==> config.mk <==
export PLATFORM = sky130hd
export DESIGN_NAME = fft_twiddle_gen
export DESIGN_NICKNAME = d
export VERILOG_FILES = /design/src/rtl/fft_pkg.sv /design/src/rtl/fft_tw_rom.sv /design/src/rtl/fft_twiddle_gen.sv
export SDC_FILE = /design/constraint.sdc
export NUM_CORES = 1
export LEC_CHECK = 0
export BUFFER_PORTS_ARGS = -buffer_cell sky130_fd_sc_hd__buf_4
export CAP_MARGIN = 20
export CELL_PAD_IN_SITES_DETAIL_PLACEMENT = 0
export CELL_PAD_IN_SITES_GLOBAL_PLACEMENT = 2
export CORE_UTILIZATION = 40
export DETAILED_ROUTE_END_ITERATION = 12
export PLACE_DENSITY = 0.95
export RECOVER_POWER = 100
export SLEW_MARGIN = 5
export SYNTH_ARGS = -nofsm -noshare
export SYNTH_HDL_FRONTEND = slang
export SYNTH_HIERARCHICAL = 1
export SYNTH_SLANG_ARGS = --single-unit
==> constraint.sdc <==
create_clock -name clk -period 5.6 [get_ports clk]
set_input_delay 1.12 -clock clk [delete_from_list [all_inputs] [get_ports clk]]
set_output_delay 1.12 -clock clk [all_outputs]
set_load 0.05 [all_outputs]
==> src/rtl/fft_pkg.sv <==
// Shared definitions for the FFT twiddle path: defaults, quadrant codes, FSM states,
// and the elaboration-time quarter-wave table generator.
package fft_pkg;

  localparam int DATA_W_DEF = 18;
  localparam int FRAC_W_DEF = 16;

  localparam logic [1:0] QUAD_0 = 2'b00;
  localparam logic [1:0] QUAD_1 = 2'b01;
  localparam logic [1:0] QUAD_2 = 2'b10;
  localparam logic [1:0] QUAD_3 = 2'b11;

  typedef enum logic [1:0] {
    IDLE  = 2'd0,
    RUN   = 2'd1,
    DRAIN = 2'd2
  } tw_state_e;

  typedef struct packed {
    logic signed [31:0] re;
    logic signed [31:0] im;
  } twiddle_t;

  // Fixed-point working precision for the table generator, and 2*pi in that format.
  localparam int FX_F = 48;
  localparam logic signed [127:0] TWO_PI_FX = 128'sh6487ED5110B46;

  // Quarter-wave entry e of an N=2^stage table: (cos, -sin) of 2*pi*e/N, rounded to frac_w bits.
  // Taylor series in integer fixed point so the table folds to constants without real math.
  function automatic twiddle_t tw_rom_entry(input int e, input int stage, input int frac_w);
    logic signed [127:0] x, x2, s_term, c_term, s_sum, c_sum, rnd;
    twiddle_t r;
    x      = (TWO_PI_FX * 128'(e)) >>> stage;
    x2     = (x * x) >>> FX_F;
    s_term = x;
    s_sum  = x;
    c_term = 128'sd1 <<< FX_F;
    c_sum  = 128'sd1 <<< FX_F;
    for (int n = 1; n <= 12; n++) begin
      s_term = -(((s_term * x2) >>> FX_F) / 128'((2 * n) * (2 * n + 1)));
      c_term = -(((c_term * x2) >>> FX_F) / 128'((2 * n - 1) * (2 * n)));
      s_sum  = s_sum + s_term;
      c_sum  = c_sum + c_term;
    end
    rnd  = 128'sd1 <<< (FX_F - frac_w - 1);
    r.re = 32'((c_sum + rnd) >>> (FX_F - frac_w));
    r.im = -32'((s_sum + rnd) >>> (FX_F - frac_w));
    return r;
  endfunction

endpackage

==> src/rtl/fft_tw_rom.sv <==
// Quarter-wave twiddle ROM with a registered, enable-gated read port.
// Contents are generated at elaboration from the same rounding rule as the offline table.
module fft_tw_rom
  import fft_pkg::*;
#(
  parameter int TW_STAGE = 7,
  parameter int DATA_W   = DATA_W_DEF,
  parameter int FRAC_W   = FRAC_W_DEF
) (
  input  logic                clk,
  input  logic                en_i,
  input  logic [TW_STAGE-3:0] addr_i,
  output logic [DATA_W-1:0]   re_o,
  output logic [DATA_W-1:0]   im_o
);

  localparam int DEPTH = 1 << (TW_STAGE - 2);

  logic [2*DATA_W-1:0] table_w [DEPTH];
  logic [DATA_W-1:0]   re_q;
  logic [DATA_W-1:0]   im_q;

  for (genvar g = 0; g < DEPTH; g++) begin : g_entry
    localparam twiddle_t ENT = tw_rom_entry(g, TW_STAGE, FRAC_W);
    assign table_w[g] = {ENT.re[DATA_W-1:0], ENT.im[DATA_W-1:0]};
  end

  // Read only when the pipe advances so stalled data stays put.
  always_ff @(posedge clk) begin
    if (en_i) begin
      {re_q, im_q} <= table_w[addr_i];
    end
  end

  assign re_o = re_q;
  assign im_o = im_q;

endmodule

==> src/rtl/fft_twiddle_gen.sv <==
// Pipelined twiddle sequencer: S0 index counter, S1 quarter-wave ROM read, S2 rotate/conjugate.
// Stream handshake: a beat transfers on a rising edge where o_valid & o_ready; the whole pipe moves when !o_valid | o_ready.
module fft_twiddle_gen
  import fft_pkg::*;
#(
  parameter int TW_STAGE = 7,
  parameter int DATA_W   = DATA_W_DEF,
  parameter int FRAC_W   = FRAC_W_DEF
) (
  input  logic                        clk,
  input  logic                        rst,
  input  logic                        start,
  input  logic [$clog2(TW_STAGE)-1:0] stride_log2,
  input  logic [TW_STAGE:0]           count,
  input  logic                        inverse,
  output logic                        busy,
  output logic                        o_valid,
  input  logic                        o_ready,
  output logic [TW_STAGE-1:0]         o_idx,
  output logic [DATA_W-1:0]           o_re,
  output logic [DATA_W-1:0]           o_im,
  output logic                        o_last
);

  localparam int SW = $clog2(TW_STAGE);
  localparam logic [TW_STAGE:0] ONE_K = (TW_STAGE + 1)'(1);

  tw_state_e             state_q;
  logic                  busy_q;
  logic [TW_STAGE:0]     k_q;
  logic [TW_STAGE:0]     count_q;
  logic [SW-1:0]         stride_q;
  logic                  inv_q;

  logic                  s0_valid_q;
  logic                  s0_last_q;
  logic [TW_STAGE-1:0]   s0_idx_q;

  logic                  s1_valid_q;
  logic                  s1_last_q;
  logic                  s1_inv_q;
  logic [TW_STAGE-1:0]   s1_idx_q;

  logic                  o_valid_q;
  logic                  o_last_q;
  logic [TW_STAGE-1:0]   o_idx_q;
  logic [DATA_W-1:0]     o_re_q;
  logic [DATA_W-1:0]     o_im_q;

  logic                  advance;
  logic                  accept_last;
  logic                  last_k;
  logic [TW_STAGE-1:0]   idx_d;
  logic [1:0]            quad;
  logic signed [DATA_W-1:0] rom_re;
  logic signed [DATA_W-1:0] rom_im;
  logic signed [DATA_W-1:0] rot_re;
  logic signed [DATA_W-1:0] rot_im;

  assign advance     = !o_valid_q || o_ready;
  assign accept_last = o_valid_q && o_ready && o_last_q;
  assign last_k      = (k_q == count_q - ONE_K);
  // Shifting within TW_STAGE bits gives the modulo-N wrap for free.
  assign idx_d       = k_q[TW_STAGE-1:0] << stride_q;

  // FSM plus S0 index stage.
  always_ff @(posedge clk) begin
    if (rst) begin
      state_q    <= IDLE;
      busy_q     <= 1'b0;
      k_q        <= '0;
      count_q    <= '0;
      stride_q   <= '0;
      inv_q      <= 1'b0;
      s0_valid_q <= 1'b0;
      s0_last_q  <= 1'b0;
      s0_idx_q   <= '0;
    end else begin
      case (state_q)
        IDLE: begin
          if (start && (count != '0)) begin
            count_q  <= count;
            stride_q <= stride_log2;
            inv_q    <= inverse;
            k_q      <= '0;
            busy_q   <= 1'b1;
            state_q  <= RUN;
          end
        end
        RUN: begin
          if (advance) begin
            k_q <= k_q + ONE_K;
            if (last_k) state_q <= DRAIN;
          end
        end
        DRAIN: begin
          if (accept_last) begin
            busy_q  <= 1'b0;
            state_q <= IDLE;
          end
        end
        default: state_q <= IDLE;
      endcase

      if (advance) begin
        s0_valid_q <= (state_q == RUN);
        s0_last_q  <= (state_q == RUN) && last_k;
        if (state_q == RUN) s0_idx_q <= idx_d;
      end
    end
  end

  fft_tw_rom #(
    .TW_STAGE (TW_STAGE),
    .DATA_W   (DATA_W),
    .FRAC_W   (FRAC_W)
  ) u_rom (
    .clk    (clk),
    .en_i   (advance),
    .addr_i (s0_idx_q[TW_STAGE-3:0]),
    .re_o   (rom_re),
    .im_o   (rom_im)
  );

  assign quad = s1_idx_q[TW_STAGE-1:TW_STAGE-2];

  // Multiply by (-j)^quad, then conjugate for the inverse transform.
  always_comb begin
    rot_re = rom_re;
    rot_im = rom_im;
    case (quad)
      QUAD_0: begin rot_re = rom_re;  rot_im = rom_im;  end
      QUAD_1: begin rot_re = rom_im;  rot_im = -rom_re; end
      QUAD_2: begin rot_re = -rom_re; rot_im = -rom_im; end
      QUAD_3: begin rot_re = -rom_im; rot_im = rom_re;  end
    endcase
    if (s1_inv_q) rot_im = -rot_im;
  end

  // S1 side-band and S2 output registers.
  always_ff @(posedge clk) begin
    if (rst) begin
      s1_valid_q <= 1'b0;
      s1_last_q  <= 1'b0;
      s1_inv_q   <= 1'b0;
      s1_idx_q   <= '0;
      o_valid_q  <= 1'b0;
      o_last_q   <= 1'b0;
      o_idx_q    <= '0;
      o_re_q     <= '0;
      o_im_q     <= '0;
    end else if (advance) begin
      s1_valid_q <= s0_valid_q;
      s1_last_q  <= s0_last_q;
      s1_inv_q   <= inv_q;
      s1_idx_q   <= s0_idx_q;
      o_valid_q  <= s1_valid_q;
      o_last_q   <= s1_valid_q && s1_last_q;
      if (s1_valid_q) begin
        o_idx_q <= s1_idx_q;
        o_re_q  <= rot_re;
        o_im_q  <= rot_im;
      end
    end
  end

  assign busy    = busy_q;
  assign o_valid = o_valid_q;
  assign o_last  = o_last_q;
  assign o_idx   = o_idx_q;
  assign o_re    = o_re_q;
  assign o_im    = o_im_q;

endmodule
# == Yosys cells after proc, flatten, opt, wreduce, memory -nomap -nowiden ==
# Memories as Yosys holds them, arrays and structs flattened. A register that Yosys moved wholly into a read port is not among the register bits.
# Cells that the tools add are included.
# totals
regBits,87
word_cells,68
rom_bits,1152
output_inout_bits,46
in_bits,16
memories,1
# memory_table
memory,depth,width,read_ports,rd_ports_with_merged_regs,write_ports,line_no,rtl
(name not given),32,36,1,1,0,fft_tw_rom.sv:31,"{re_q, im_q} <= table_w[addr_i];"
# classes
n_eq_ne,10
n_mux,14
n_addsub,5
n_bitwise,1
shifts,1
n_reduce_logical,18
# ops
op,n
$pmux W18 S4,2
$neg A18 Y18,3
$mux W18,1
$mux W8,2
$pmux W8 S2,1
$add A8 B1 Y8 const B,1
$eq A8 B8 Y1,1
$mux W2,4
$ne A2 B2 Y1 const B,4
$reduce_bool A8 Y1,1
$sub A8 B1 Y8 const B,1
$shl A7 B3 Y7,1
$eq A2 B2 Y1 const B,3
$not A5 Y6,1
$pmux W2 S3,1
$reduce_and A2 Y1,3
$reduce_and A3 Y1,2
$logic_and A1 B1 Y1,5
$eq A2 B1 Y1 const B,2
$logic_not A2 Y1,2
$reduce_and A4 Y1,1
$reduce_bool A2 Y1,2
$mux W1,2
$pmux W1 S2,1
other kinds (2),2

# == Longest topological paths before layout ==
# Gate-level depths: netlist (run 1).
# depth
depth_word,5
mapped_depth,12
mapped_depth_nobuf,10

# == By module ==
# The synthesis (run 1) kept the hierarchy.
# by_module_without_submodules
mod,seq_area_each_um2,cells_each,area_per_inst_um2,instances
fft_twiddle_gen,1741.7,769,5953.2,1
fft_tw_rom,1021.0,289,2652.5,1

# == Least setup slack after synthesis (run 1) ==
# No wires, ideal clock.
# synth_timing
kind,reg2reg
startpoint,"register u_rom.im_q[0], in the netlist u_rom/im_o[0]"
endpoint,"register o_im_q[17], in the netlist o_im[17]"
path_stages_with_launch,11
period_less_slack_ps,3378
required_time_ps,5467
setup_time_ps,133
setup_slack_ps,2222
path_buffers,0
arrival_time_ps,3245
path_cell_list,edfxtp_1 > inv_1 > ha_1 > or3b_1 > or4_4 > or3_4 > o221a_4 > a2111o_1 > nor3b_1 > mux2i_1 > a31oi_1
# synth_via
elab_chain_len,4
# synth_rtl
element,line_no,rtl
from (decl),fft_tw_rom.sv:21,logic [DATA_W-1:0] im_q;
$neg A18 Y18,fft_twiddle_gen.sv:134,QUAD_2: begin rot_re = -rom_re; rot_im = -rom_im; end
$pmux W18 S4 (*),fft_twiddle_gen.sv:131,case (quad)
$neg A18 Y18,fft_twiddle_gen.sv:137,if (s1_inv_q) rot_im = -rot_im;
$mux W18 (*),fft_twiddle_gen.sv:137,
to (signal assigned),fft_twiddle_gen.sv:162,o_im_q <= rot_im;
to (decl),fft_twiddle_gen.sv:48,logic [DATA_W-1:0] o_im_q;
# Every way passes the cells marked *; elsewhere a longest branch is shown, timed or not.
# A chain may end at the register's enable or synchronous reset.

# == Final worst setup path (run 1) ==
# layout_timing
startpoint,input o_ready
endpoint,"register o_re_q[11], in the netlist o_re[11]"
# layout_via
elab_chain_len,2
# layout_rtl
element,line_no,rtl
from (decl),fft_twiddle_gen.sv:18,"input logic o_ready,"
$logic_or A1 B1 Y1,fft_twiddle_gen.sv:60,assign advance = !o_valid_q || o_ready;
$reduce_and A2 Y1 (no line),--,
to (signal assigned),fft_twiddle_gen.sv:161,o_re_q <= rot_re;
to (decl),fft_twiddle_gen.sv:47,logic [DATA_W-1:0] o_re_q;
# No other way between the ends.

==> results.sh, run 1 <==
export IMPL_run_status="finished with violations"
export IMPL_violations="capacitance limit, slew limit"
export IMPL_clk_pin_slew_ns=0.06
export IMPL_crit_arrival_ns=4.56
export IMPL_rows=53
export IMPL_peakVddDrop_v=0.000177
export IMPL_gp_congestion=0.906
export IMPL_p_per_area_mw_per_mm2=290
export IMPL_cts_sinks=121
export IMPL_ctsHoldBuffers=0
export IMPL_crit_path_cell_trace="clkbuf_1 > nor2b_1 > clkbuf_1 > clkinv_1 > buf_4 > and2_0 > o311ai_0 > a21oi_1"
export IMPL_startpoint_type="primary input"
export IMPL_worstSetupPathType="in2reg"
export IMPL_power_switching_mw=0.873
export IMPL_dp_cells=1312
export IMPL_ys_seq_area_share_pct=32.1
export IMPL_min_path_cells=2
export IMPL_finalSetupTns_ns=0
export IMPL_min_period_ns=4.22
export IMPL_area_growth_syn_to_layout_pct=10.0
export IMPL_diodes=0
export IMPL_htreeDepth=4
export IMPL_relSlewSlack_pct=-95.1
export IMPL_drtAntennaViolNets=0
export IMPL_antenna_found_initial=0
export IMPL_first_iter_violations=940
export IMPL_hold_path_class="reg2reg"
export IMPL_syn_num_nets=1093
export IMPL_p_int_mw=1.87
export IMPL_synth_edf_count=34
export IMPL_cts_root_buf="clkbuf_16"
export IMPL_num_vias=8017
export IMPL_drt_pass1_iterations=5
export IMPL_core_area_mm2=0.0211
export IMPL_numCtsBuffers=17
export IMPL_rsz0062_at_grt="no"
export IMPL_async_flop_share_pct=0
export IMPL_hold_viol=0
export IMPL_postCtsSetupRepairBufs=0
export IMPL_cellLeakagePower_nw=3.44
export IMPL_wl_per_cell_um=18.5
export IMPL_layout_worst_path_cycle_share_pct=75.4
export IMPL_clk_latency_ns=0.42
export IMPL_io_buffer_count=61
export IMPL_die_h_um=149
export IMPL_synthCells=1058
export IMPL_required_ns=5.94
export IMPL_timing_hold_ws_ns=0.451
export IMPL_end_kind="flop"
export IMPL_fin_nets=1091
export IMPL_path_max_fanout=46
export IMPL_synth_seq_cells=121
export IMPL_final_common_cell="nand2_1"
export IMPL_synth_flop_cell="dfxtp_1"
export IMPL_final_cell_mix="nand2_1 (121), nor2_1 (113), dfxtp_1 (86)"
export IMPL_setup_violations=0
export IMPL_grt_usage_pct=22.7
export IMPL_netlist_area_mm2=0.00861
export IMPL_clock_skew_ns=0.0129
export IMPL_die_w_um=149
export IMPL_drive_gt1_share_pct=9.83
export IMPL_ios=62
export IMPL_die_area_mm2=0.0221
export IMPL_drt_total_wl_mm=24.8
export IMPL_clockBufferDepth=2
export IMPL_cpPeakStageDelay_ns=1.31
export IMPL_maxCapViolations=3
export IMPL_grt_ovfl_total=0
export IMPL_yosys_area_top_type_share_pct=20.2
export IMPL_cp_slowest_cell="and2_0"
export IMPL_drc=0
export IMPL_vias_per_cell=5.97
export IMPL_clkPwrFrac_pct=40.8
export IMPL_timing_critical_path_mode_cell="clkbuf_1"
export IMPL_final_max_slew_violation_count=163
export IMPL_combPwrFrac_pct=22.5
export IMPL_worst_pin_slew_ns=2.93
export IMPL_layoutNonFillerInstCount=1343
export IMPL_initial_core_util_pct=40.8
export IMPL_synthTopCellsByArea="dfxtp_1 (20%), edfxtp_1 (12%), nand2_1 (5.3%)"
export IMPL_synth_distinct_cells=87
export IMPL_ys_warn_count=6
export IMPL_hpwl_mm=17.3
export IMPL_grt_pass1_vias=7109
export IMPL_cts_tree="built"
export IMPL_yosysTopAreaCell="dfxtp_1"
export IMPL_seq_power_share_pct=36.7
export IMPL_p_sw_share_pct=31.8
export IMPL_grt_pass1_wl_mm=39.0
export IMPL_cts_repair_resized=0
export IMPL_fmax_mhz=237
export IMPL_ff2ff_path_depth=4
export IMPL_grt_max_degree=83
export IMPL_syn_area_per_cell_um2=8.13
==> cell families (layout without fill, tap and decap cells) <==
family | after synthesis | count (layout) | synth area share (%)
multiplexers | 49 | 49 | 8.14
buffers and inverters | 121 | 131 | 6.28
AO/OA/AOI/OAI | 309 | 309 | 24.3
flip-flops | 121 | 121 | 32.1
AND/OR/NAND/NOR | 403 | 403 | 22.8
adder cells (fa/ha/maj) | 19 | 19 | 2.76
other | 1 | 1 | 0.0436
XOR/XNOR | 35 | 35 | 3.65
==> power groups by stage <==
stage | Sequential (mW) | Combinational, mW | Clock [mW]
final | 1.01 | 0.617 | 1.12
after floorplan | 1.02 | 0.457 | 0
after detailed placement | 1.02 | 0.616 | 0
after global routing | 1.01 | 0.676 | 1.18
after CTS | 1.00 | 0.618 | 1.14
after global placement | 1.02 | 0.614 | 0
==> cell type report <==
class | instances | area, µm²
fill | 2162 | 11600
clock inverter | 14 | 170
clock buffer | 17 | 425
multi-input combinational | 816 | 5310
timing repair buffer | 76 | 369
sequential | 121 | 2760
tap | 275 | 344
inverter | 24 | 90.1
==> critical path: cells and delay by family <==
| kind | cells | cell delay, ns |
|---|---|---|
| compound gates | 2 | 1.07 |
| buf+inv | 4 | 0.99 |
| simple gates | 2 | 1.36 |
==> flip-flops by register name, indices dropped and copies added, names as in the netlist, 8 cells and up <==
register,count
count_q,8
k_q,8
o_im,18
o_re,18
u_rom/im_o,17
u_rom/re_o,17
==> per-layer routing <==
| layer | global-route usage [%] | part of all wire [%] | vias to the layer above |
|---|---|---|---|
| li1 | - | - | 3917 |
| met2 | 35.2 | 46 | 281 |
| met1 | 30.9 | 45 | 3777 |
| met3 | 3.59 | 6.1 | 42 |
| met4 | 10.2 | 3.0 | 0 |
| met5 | 0 | 0 | - |
==> worst paths after layout <==
| check | start | end | slack, ns |
|---|---|---|---|
| setup / recovery | o_ready | o_re[11] | 1.38 |
| hold / removal | s1_last_q | s1_last_q | 0.45 |
| setup reg to reg | s0_idx_q[2] | u_rom/re_o[6] | 1.42 |
| hold reg to reg | s1_last_q | s1_last_q | 0.45 |
==> cells in the mapped netlist, types with 11 or more instances <==
cell	instances
clkbuf_1	57
buf_2	21
nor3_1	25
a21oi_1	76
o31ai_1	13
xnor2_1	19
nand3_1	23
o21ai_0	56
nor2_1	113
o22ai_1	11
mux4_2	15
edfxtp_1	34
o211ai_1	18
dfxtp_1	87
a211oi_1	28
inv_1	20
ha_1	19
nor4_1	12
nor2b_1	22
mux2i_1	28
nand2b_1	17
xor2_1	15
nand2_1	121
==> through the flow <==
stage	utilization (%)	worst slack, ns	cell area (µm²)	power [mW]
3_3_place_gp	43.1	2.02	9080	1.64
5_1_grt	44.9	1.09	9470	2.87
6_report	44.9	1.38	9470	2.74
4_1_cts	45.9	1.93	9670	2.76
3_5_place_dp	43.1	1.92	9080	1.64
2_1_floorplan	-	2.22	8610	1.48
No activity file was read; power rests on OpenSTA's default activity.
==> inputs of run 2 (changes only) <==
--- a/config.mk
+++ b/config.mk
@@ -5,13 +5,14 @@
 export SDC_FILE = /design/constraint.sdc
 export NUM_CORES = 1
 export LEC_CHECK = 0
+export ABC_AREA = 1
 export BUFFER_PORTS_ARGS = -buffer_cell sky130_fd_sc_hd__buf_4
 export CAP_MARGIN = 20
 export CELL_PAD_IN_SITES_DETAIL_PLACEMENT = 0
 export CELL_PAD_IN_SITES_GLOBAL_PLACEMENT = 2
-export CORE_UTILIZATION = 40
+export CORE_UTILIZATION = 34
 export DETAILED_ROUTE_END_ITERATION = 12
-export PLACE_DENSITY = 0.95
+export PLACE_DENSITY = 0.9
 export RECOVER_POWER = 100
 export SLEW_MARGIN = 5
 export SYNTH_ARGS = -nofsm -noshare
==> constraint.sdc (replaced) <==
create_clock -name clk -period 4.2 [get_ports clk]
set_input_delay 0.84 -clock clk [delete_from_list [all_inputs] [get_ports clk]]
set_output_delay 0.84 -clock clk [all_outputs]
set_load 0.05 [all_outputs]
==> run 2 against run 1 <==
The run now ends clean. Combinational power grew 120%. Via count grew 9.5%. Die area grew 18%. Worst setup slack lost 0.63 ns. Final area grew 1.9%. Synthesized cell count grew 26%. Register-to-register slack lost 0.67 ns. Flip-flop and latch count is the same. Global-route usage shrank 0.33 points. Utilization shrank 6.4 points. Largest power group is now sequential cells.
==> results.sh, run 2 <==
export IMPL_maxCapViolations=0
export IMPL_rows=58
export IMPL_run_status="finished, final reports clean"
export IMPL_p_per_area_mw_per_mm2=439
export IMPL_clk_pin_slew_ns=0.07
export IMPL_drtAntennaViolNets=0
export IMPL_setup_violations=0
export IMPL_grt_ovfl_total=0
export IMPL_synth_edf_count=34
export IMPL_met3_usage_pct=4.62
export IMPL_synth_mux_area_share_pct=0
export IMPL_antenna_found_initial=0
export IMPL_synth_xor_area_share_pct=2.23
export IMPL_synth_distinct_cells=48
export IMPL_cts_root_buf="clkbuf_16"
export IMPL_hold_viol=0
export IMPL_die_area_mm2=0.0261
export IMPL_crit_path_start="s0_idx_q[4]"
export IMPL_grt_pass1_wl_mm=45.3
export IMPL_fill_cells=2786
export IMPL_yosysTopAreaCell="dfxtp_1"
export IMPL_synthTopCellsByCount="nand2_1 (375), nand3_1 (183), nor2_1 (143)"
export IMPL_syn_area_per_cell_um2=6.51
export IMPL_syn_num_nets=1364
export IMPL_crit_arrival_ns=3.72
export IMPL_synth_fa_ha_area_share_pct=2.75
export IMPL_synth_compound_area_share_pct=11.9
export IMPL_cellLeakagePower_nw=4.37
export IMPL_io_buffer_count=61
export IMPL_clk_latency_ns=0.43
export IMPL_ios=62
export IMPL_initial_core_util_pct=34.6
export IMPL_fin_ws_ns=0.752
export IMPL_grt_pass1_vias=8404
export IMPL_synthTopCellsByArea="dfxtp_1 (20%), nand2_1 (16%), edfxtp_1 (12%)"
export IMPL_required_ns=4.48
export IMPL_die_h_um=162
export IMPL_finalSetupTns_ns=0
export IMPL_yosysMostFrequentCell="nand2_1"
export IMPL_busiest_layer="met2"
export IMPL_ys_warn_count=6
export IMPL_relSlewSlack_pct=8.41
export IMPL_synthCells=1329
export IMPL_r2r_slack_ns=0.75
export IMPL_cts_tree="built"
export IMPL_place_ws_ns=1.13
export IMPL_drt_total_wl_mm=28.3
export IMPL_min_period_ns=3.45
export IMPL_diodes=0
export IMPL_fmax_mhz=290
export IMPL_hold_start="inv_q"
export IMPL_hold_path_class="reg2reg"
export IMPL_area_growth_syn_to_layout_pct=11.5
export IMPL_htreeDepth=4
export IMPL_wl_per_cell_um=16.6
export IMPL_grt_use_met2_pct=36.5
export IMPL_core_area_mm2=0.0250
export IMPL_hpwl_mm=20.9
export IMPL_drt_pass1_iterations=5
export IMPL_synth_seq_cells=121
export IMPL_drc=0
export IMPL_r2r_start="s0_idx_q[4]"
export IMPL_peakVddDrop_v=0.000280
export IMPL_yosys_area_top_type_share_pct=20.1
export IMPL_drive_gt1_share_pct=8.79
export IMPL_async_flop_share_pct=0
export IMPL_ctsHoldBuffers=0
export IMPL_rsz0062_at_grt="no"
export IMPL_fin_nets=1398
export IMPL_final_max_slew_violation_count=0
export IMPL_synth_flop_cell="dfxtp_1"
export IMPL_end_kind="flop"
export IMPL_ys_seq_area_share_pct=31.9
export IMPL_num_vias=8776
export IMPL_final_util_pct=38.5
export IMPL_postCtsSetupRepairBufs=0
export IMPL_final_common_cell="nand2_1"
export IMPL_grt_max_degree=65
export IMPL_worstSetupPathType="reg2reg"
export IMPL_die_w_um=162
export IMPL_layout_worst_path_cycle_share_pct=82.1
export IMPL_startpoint_type="flop"
export IMPL_numCtsBuffers=17
export IMPL_cts_sinks=121
export IMPL_cts_repair_resized=0
export IMPL_grt_use_met1_pct=29.1
export IMPL_clock_skew_ns=0.0125
export IMPL_clockBufferDepth=2
export IMPL_gp_congestion=0.898
export IMPL_vias_per_cell=5.14
export IMPL_grt_usage_pct=22.3
export IMPL_synthSimpleGateAreaFrac_pct=41.8
export IMPL_final_cell_mix="nand2_1 (379), nand3_1 (185), nor2_1 (144)"
export IMPL_worst_pin_slew_ns=1.37
export IMPL_path_max_fanout=32
export IMPL_synth_top_family_by_area="simple AND/OR/NAND/NOR gates"
export IMPL_netlist_area_mm2=0.00865
export IMPL_first_iter_violations=686
run 2: cell types whose count changed after synthesis, sizes merged, moves of 20 or more:
cell | previous run | this run
nand2 | 121 | 395
nor2 | 113 | 168
clkbuf | 57 | 25
a211oi | 29 | 2
mux2i | 28 | 0
o21ai | 63 | 83
nand3 | 23 | 194
inv | 22 | 128
nor2b | 22 | 0
run 2: worst paths after layout:
check | to | cells past startpoint
worst max-delay path | u_rom/im_o[9] | 6
worst min-delay path | inv_q | 2
worst max register to register | u_rom/im_o[9] | 6
worst min register to register | inv_q | 2
run 2: cell type report:
cell class | instances | area [µm²] | area share (%)
Multi-Input combinational cell | 1019 | 5040 | 52.3
Sequential cell | 121 | 2760 | 28.6
Inverter | 130 | 488 | 5.06
Clock buffer | 17 | 425 | 4.41
Tap cell | 330 | 413 | 4.28
Timing Repair Buffer | 74 | 369 | 3.83
Clock inverter | 15 | 149 | 1.54
run 2: cell families (layout without fill, tap and decap cells):
| family | after synthesis | after routing |
|---|---|---|
| AOI/OAI and AO/OA | 186 | 186 |
| xor gates and xnor gates | 22 | 22 |
| adders and majority gates | 19 | 19 |
| buffers and inverters | 189 | 236 |
| DFF | 121 | 121 |
| other | 1 | 1 |
| and+or+nand+nor | 791 | 791 |
run 2: per-layer routing:
metal,up-vias,routed length (µm)
met5,-,0
met3,48,1280
li1,4447,-
met1,4064,13100
met2,217,13100
met4,0,735
run 2: power by group:
part           total, mW  switching [mW]  internal, mW
registers           1.44           0.134          1.31
logic               1.36           0.950         0.410
clock network       1.44           0.650         0.788
total               4.24            1.73          2.50
run 2: critical path: stages, from the launching register on:
cell     delay (ns)
dfxtp_1        0.73
inv_1          0.67
nor2_1         1.17
inv_1          0.31
o21ai_0        0.25
inv_1          0.05
nand2_1        0.10
run 2: metrics by stage:
step / total power, mW / instance area [µm²] / std cells / hold WS (ns)
finish: 4.24 / 9650 / 1706 / 0.461
global route: 4.50 / 9650 / 1706 / 0.495
CTS: 4.30 / 9880 / 1706 / 0.463
detailed placement: 2.85 / 9310 / 1674 / 0.452
global placement: 2.85 / 9310 / 1674 / 0.450
floorplan: 2.49 / 8650 / 1329 / 0.441
==> inputs of run 3 (changes only) <==
--- a/config.mk
+++ b/config.mk
@@ -10,9 +10,9 @@
 export CAP_MARGIN = 20
 export CELL_PAD_IN_SITES_DETAIL_PLACEMENT = 0
 export CELL_PAD_IN_SITES_GLOBAL_PLACEMENT = 2
-export CORE_UTILIZATION = 34
+export CORE_UTILIZATION = 31
 export DETAILED_ROUTE_END_ITERATION = 12
-export PLACE_DENSITY = 0.9
+export PLACE_DENSITY = 0.87
 export RECOVER_POWER = 100
 export SLEW_MARGIN = 5
 export SYNTH_ARGS = -nofsm -noshare
==> constraint.sdc (replaced) <==
create_clock -name clk -period 2.8 [get_ports clk]
set_input_delay 0.56 -clock clk [delete_from_list [all_inputs] [get_ports clk]]
set_output_delay 0.56 -clock clk [all_outputs]
set_load 0.05 [all_outputs]
==> run 3 against run 2 <==
Via count is 2.3% higher. Global-route usage down 0.81 points. Sequential power is 49% higher. Register-to-register slack got worse by 0.46 ns. Wire length grew 6.2%. Utilization shrank 2.3 points. Clock power grew 53%. Final area increased by 2.0%. Worst setup slack lost 0.46 ns. Critical path type unchanged. Largest power group is now the clock network.
==> results.sh, run 3 (same netlist as run 2, synthesis figures left out) <==
export IMPL_run_status="finished, final reports clean"
export IMPL_drtAntennaViolNets=0
export IMPL_crit_arrival_ns=2.88
export IMPL_hpwl_mm=22.6
export IMPL_grt_ovfl_total=0
export IMPL_cts_sinks=121
export IMPL_wl_per_cell_um=17.0
export IMPL_ff2ff_path_depth=16
export IMPL_final_max_slew_violation_count=0
export IMPL_drt_total_wl_mm=30.1
export IMPL_clk_pin_slew_ns=0.06
export IMPL_drive_gt1_share_pct=9.92
export IMPL_grt_pass1_wl_mm=47.4
export IMPL_fin_ws_ns=0.290
export IMPL_vias_per_cell=5.09
export IMPL_io_buffer_count=61
export IMPL_end_kind="flop"
export IMPL_whs_endpoint="inv_q"
export IMPL_gp_congestion=0.917
export IMPL_fin_nets=1413
export IMPL_grt_pass1_vias=8471
export IMPL_clock_skew_ns=0.0101
export IMPL_p_sw_share_pct=40.1
export IMPL_antenna_found_initial=0
export IMPL_timing_hold_ws_ns=0.399
export IMPL_r2r_start="u_rom/im_o[0]"
export IMPL_htreeDepth=4
export IMPL_relSlewSlack_pct=36.3
export IMPL_die_h_um=169
export IMPL_combPwrFrac_pct=33.0
export IMPL_ios=62
export IMPL_worstSetupPathType="reg2reg"
export IMPL_core_area_mm2=0.0272
export IMPL_cts_tree="built"
export IMPL_area_growth_syn_to_layout_pct=13.8
export IMPL_initial_core_util_pct=31.8
export IMPL_power_switching_mw=2.61
export IMPL_fmax_mhz=398
export IMPL_numCtsBuffers=17
export IMPL_worst_pin_slew_ns=0.956
export IMPL_clkPwrFrac_pct=34.1
export IMPL_hold_path_class="in2reg"
export IMPL_p_per_area_mw_per_mm2=661
export IMPL_seq_power_share_pct=32.9
export IMPL_drc=0
export IMPL_hold_viol=0
export IMPL_required_ns=3.17
export IMPL_min_period_ns=2.51
export IMPL_diodes=0
export IMPL_r2r_end="o_im[16]"
export IMPL_cellLeakagePower_nw=4.45
export IMPL_final_common_cell="nand2_1"
export IMPL_path_max_fanout=5
export IMPL_cts_root_buf="clkbuf_16"
export IMPL_cts_repair_resized=0
export IMPL_fill_cells=3098
export IMPL_grt_usage_pct=21.5
export IMPL_die_area_mm2=0.0286
export IMPL_rows=60
export IMPL_rsz0062_at_grt="no"
export IMPL_die_w_um=169
export IMPL_finalSetupTns_ns=0
export IMPL_peakVddDrop_v=0.000369
export IMPL_ctsHoldBuffers=0
export IMPL_p_int_mw=3.89
export IMPL_postCtsSetupRepairBufs=0
export IMPL_maxCapViolations=0
export IMPL_hold_start="inverse"
export IMPL_place_ws_ns=0.221
export IMPL_num_vias=8980
export IMPL_grt_max_degree=65
export IMPL_p_total_mw=6.50
export IMPL_layout_worst_path_cycle_share_pct=89.6
export IMPL_setup_violations=0
export IMPL_clk_latency_ns=0.42
export IMPL_drt_pass1_iterations=9
export IMPL_r2r_slack_ns=0.29
export IMPL_startpoint_type="flop"
export IMPL_final_cell_mix="nand2_1 (377), nand3_1 (187), nor2_1 (143)"
export IMPL_clockBufferDepth=2
export IMPL_first_iter_violations=911
export IMPL_min_path_cells=3
==> run 3: cell count changes in the layout (fill, tap and decap cells not counted), sizes merged <==
cell,delta
buf,+13
clkbuf,+4
clkinv,-2
bufinv,+1
clkinvlp,-1
==> run 3: worst max-delay path by stage <==
stage                       start           to  slack (ns)
finish              u_rom/im_o[0]     o_im[16]        0.29
global route        u_rom/im_o[0]     o_im[10]       0.009
CTS                 u_rom/im_o[0]     o_im[17]        0.22
detailed placement  u_rom/im_o[0]     o_im[17]        0.22
global placement    u_rom/im_o[0]     o_im[17]        0.28
floorplan                 o_valid  s0_idx_q[4]        0.51
==> run 3: final cells by class <==
class	instances	area, µm²	area share (%)
Multi-Input combinational cell	1019	5040	51.3
Sequential cell	121	2760	28.1
Timing Repair Buffer	89	497	5.05
Inverter	130	488	4.96
Tap cell	372	465	4.73
Clock buffer	19	454	4.61
Clock inverter	13	130	1.32
==> run 3: critical path, cell delays in order, from the launching register on <==
cell      delay (ns)
edfxtp_1        0.45
inv_1           0.21
ha_2            0.31
nand2_1         0.07
nand3_1         0.08
a21oi_2         0.17
ha_1            0.19
nand3_1         0.11
nor2_2          0.14
nand3_1         0.12
nor2_2          0.16
nand3_2         0.11
nand2_2         0.09
nand3_1         0.07
nand3_1         0.08
nand2_1         0.05
inv_1           0.04
==> run 3: per-stage QoR <==
stage / util, % / cell area [µm²] / cells
CTS: 37.1 / 10100 / 1763
detailed placement: 35.0 / 9510 / 1731
global route: 36.2 / 9840 / 1763
finish: 36.2 / 9840 / 1763
floorplan: - / 8650 / 1329
global placement: 35.0 / 9510 / 1731
==> run 3: routing by layer <==
| metal | global-route usage (%) | vias up | wire [µm] |
|---|---|---|---|
| met2 | 34.7 | 296 | 13700 |
| li1 | - | 4463 | - |
| met5 | 0 | - | 0 |
| met3 | 3.09 | 49 | 1480 |
| met1 | 29.4 | 4172 | 14100 |
| met4 | 7.32 | 0 | 765 |
==> run 3: power groups by stage <==
stage                     Combinational, mW  Sequential (mW)  Clock [mW]
final                                  2.15             2.14        2.21
after global routing                   2.39             2.16        2.33
after CTS                              2.19             2.14        2.26
after detailed placement               2.18             2.18           0
after global placement                 2.18             2.18           0
after floorplan                        1.51             2.22           0
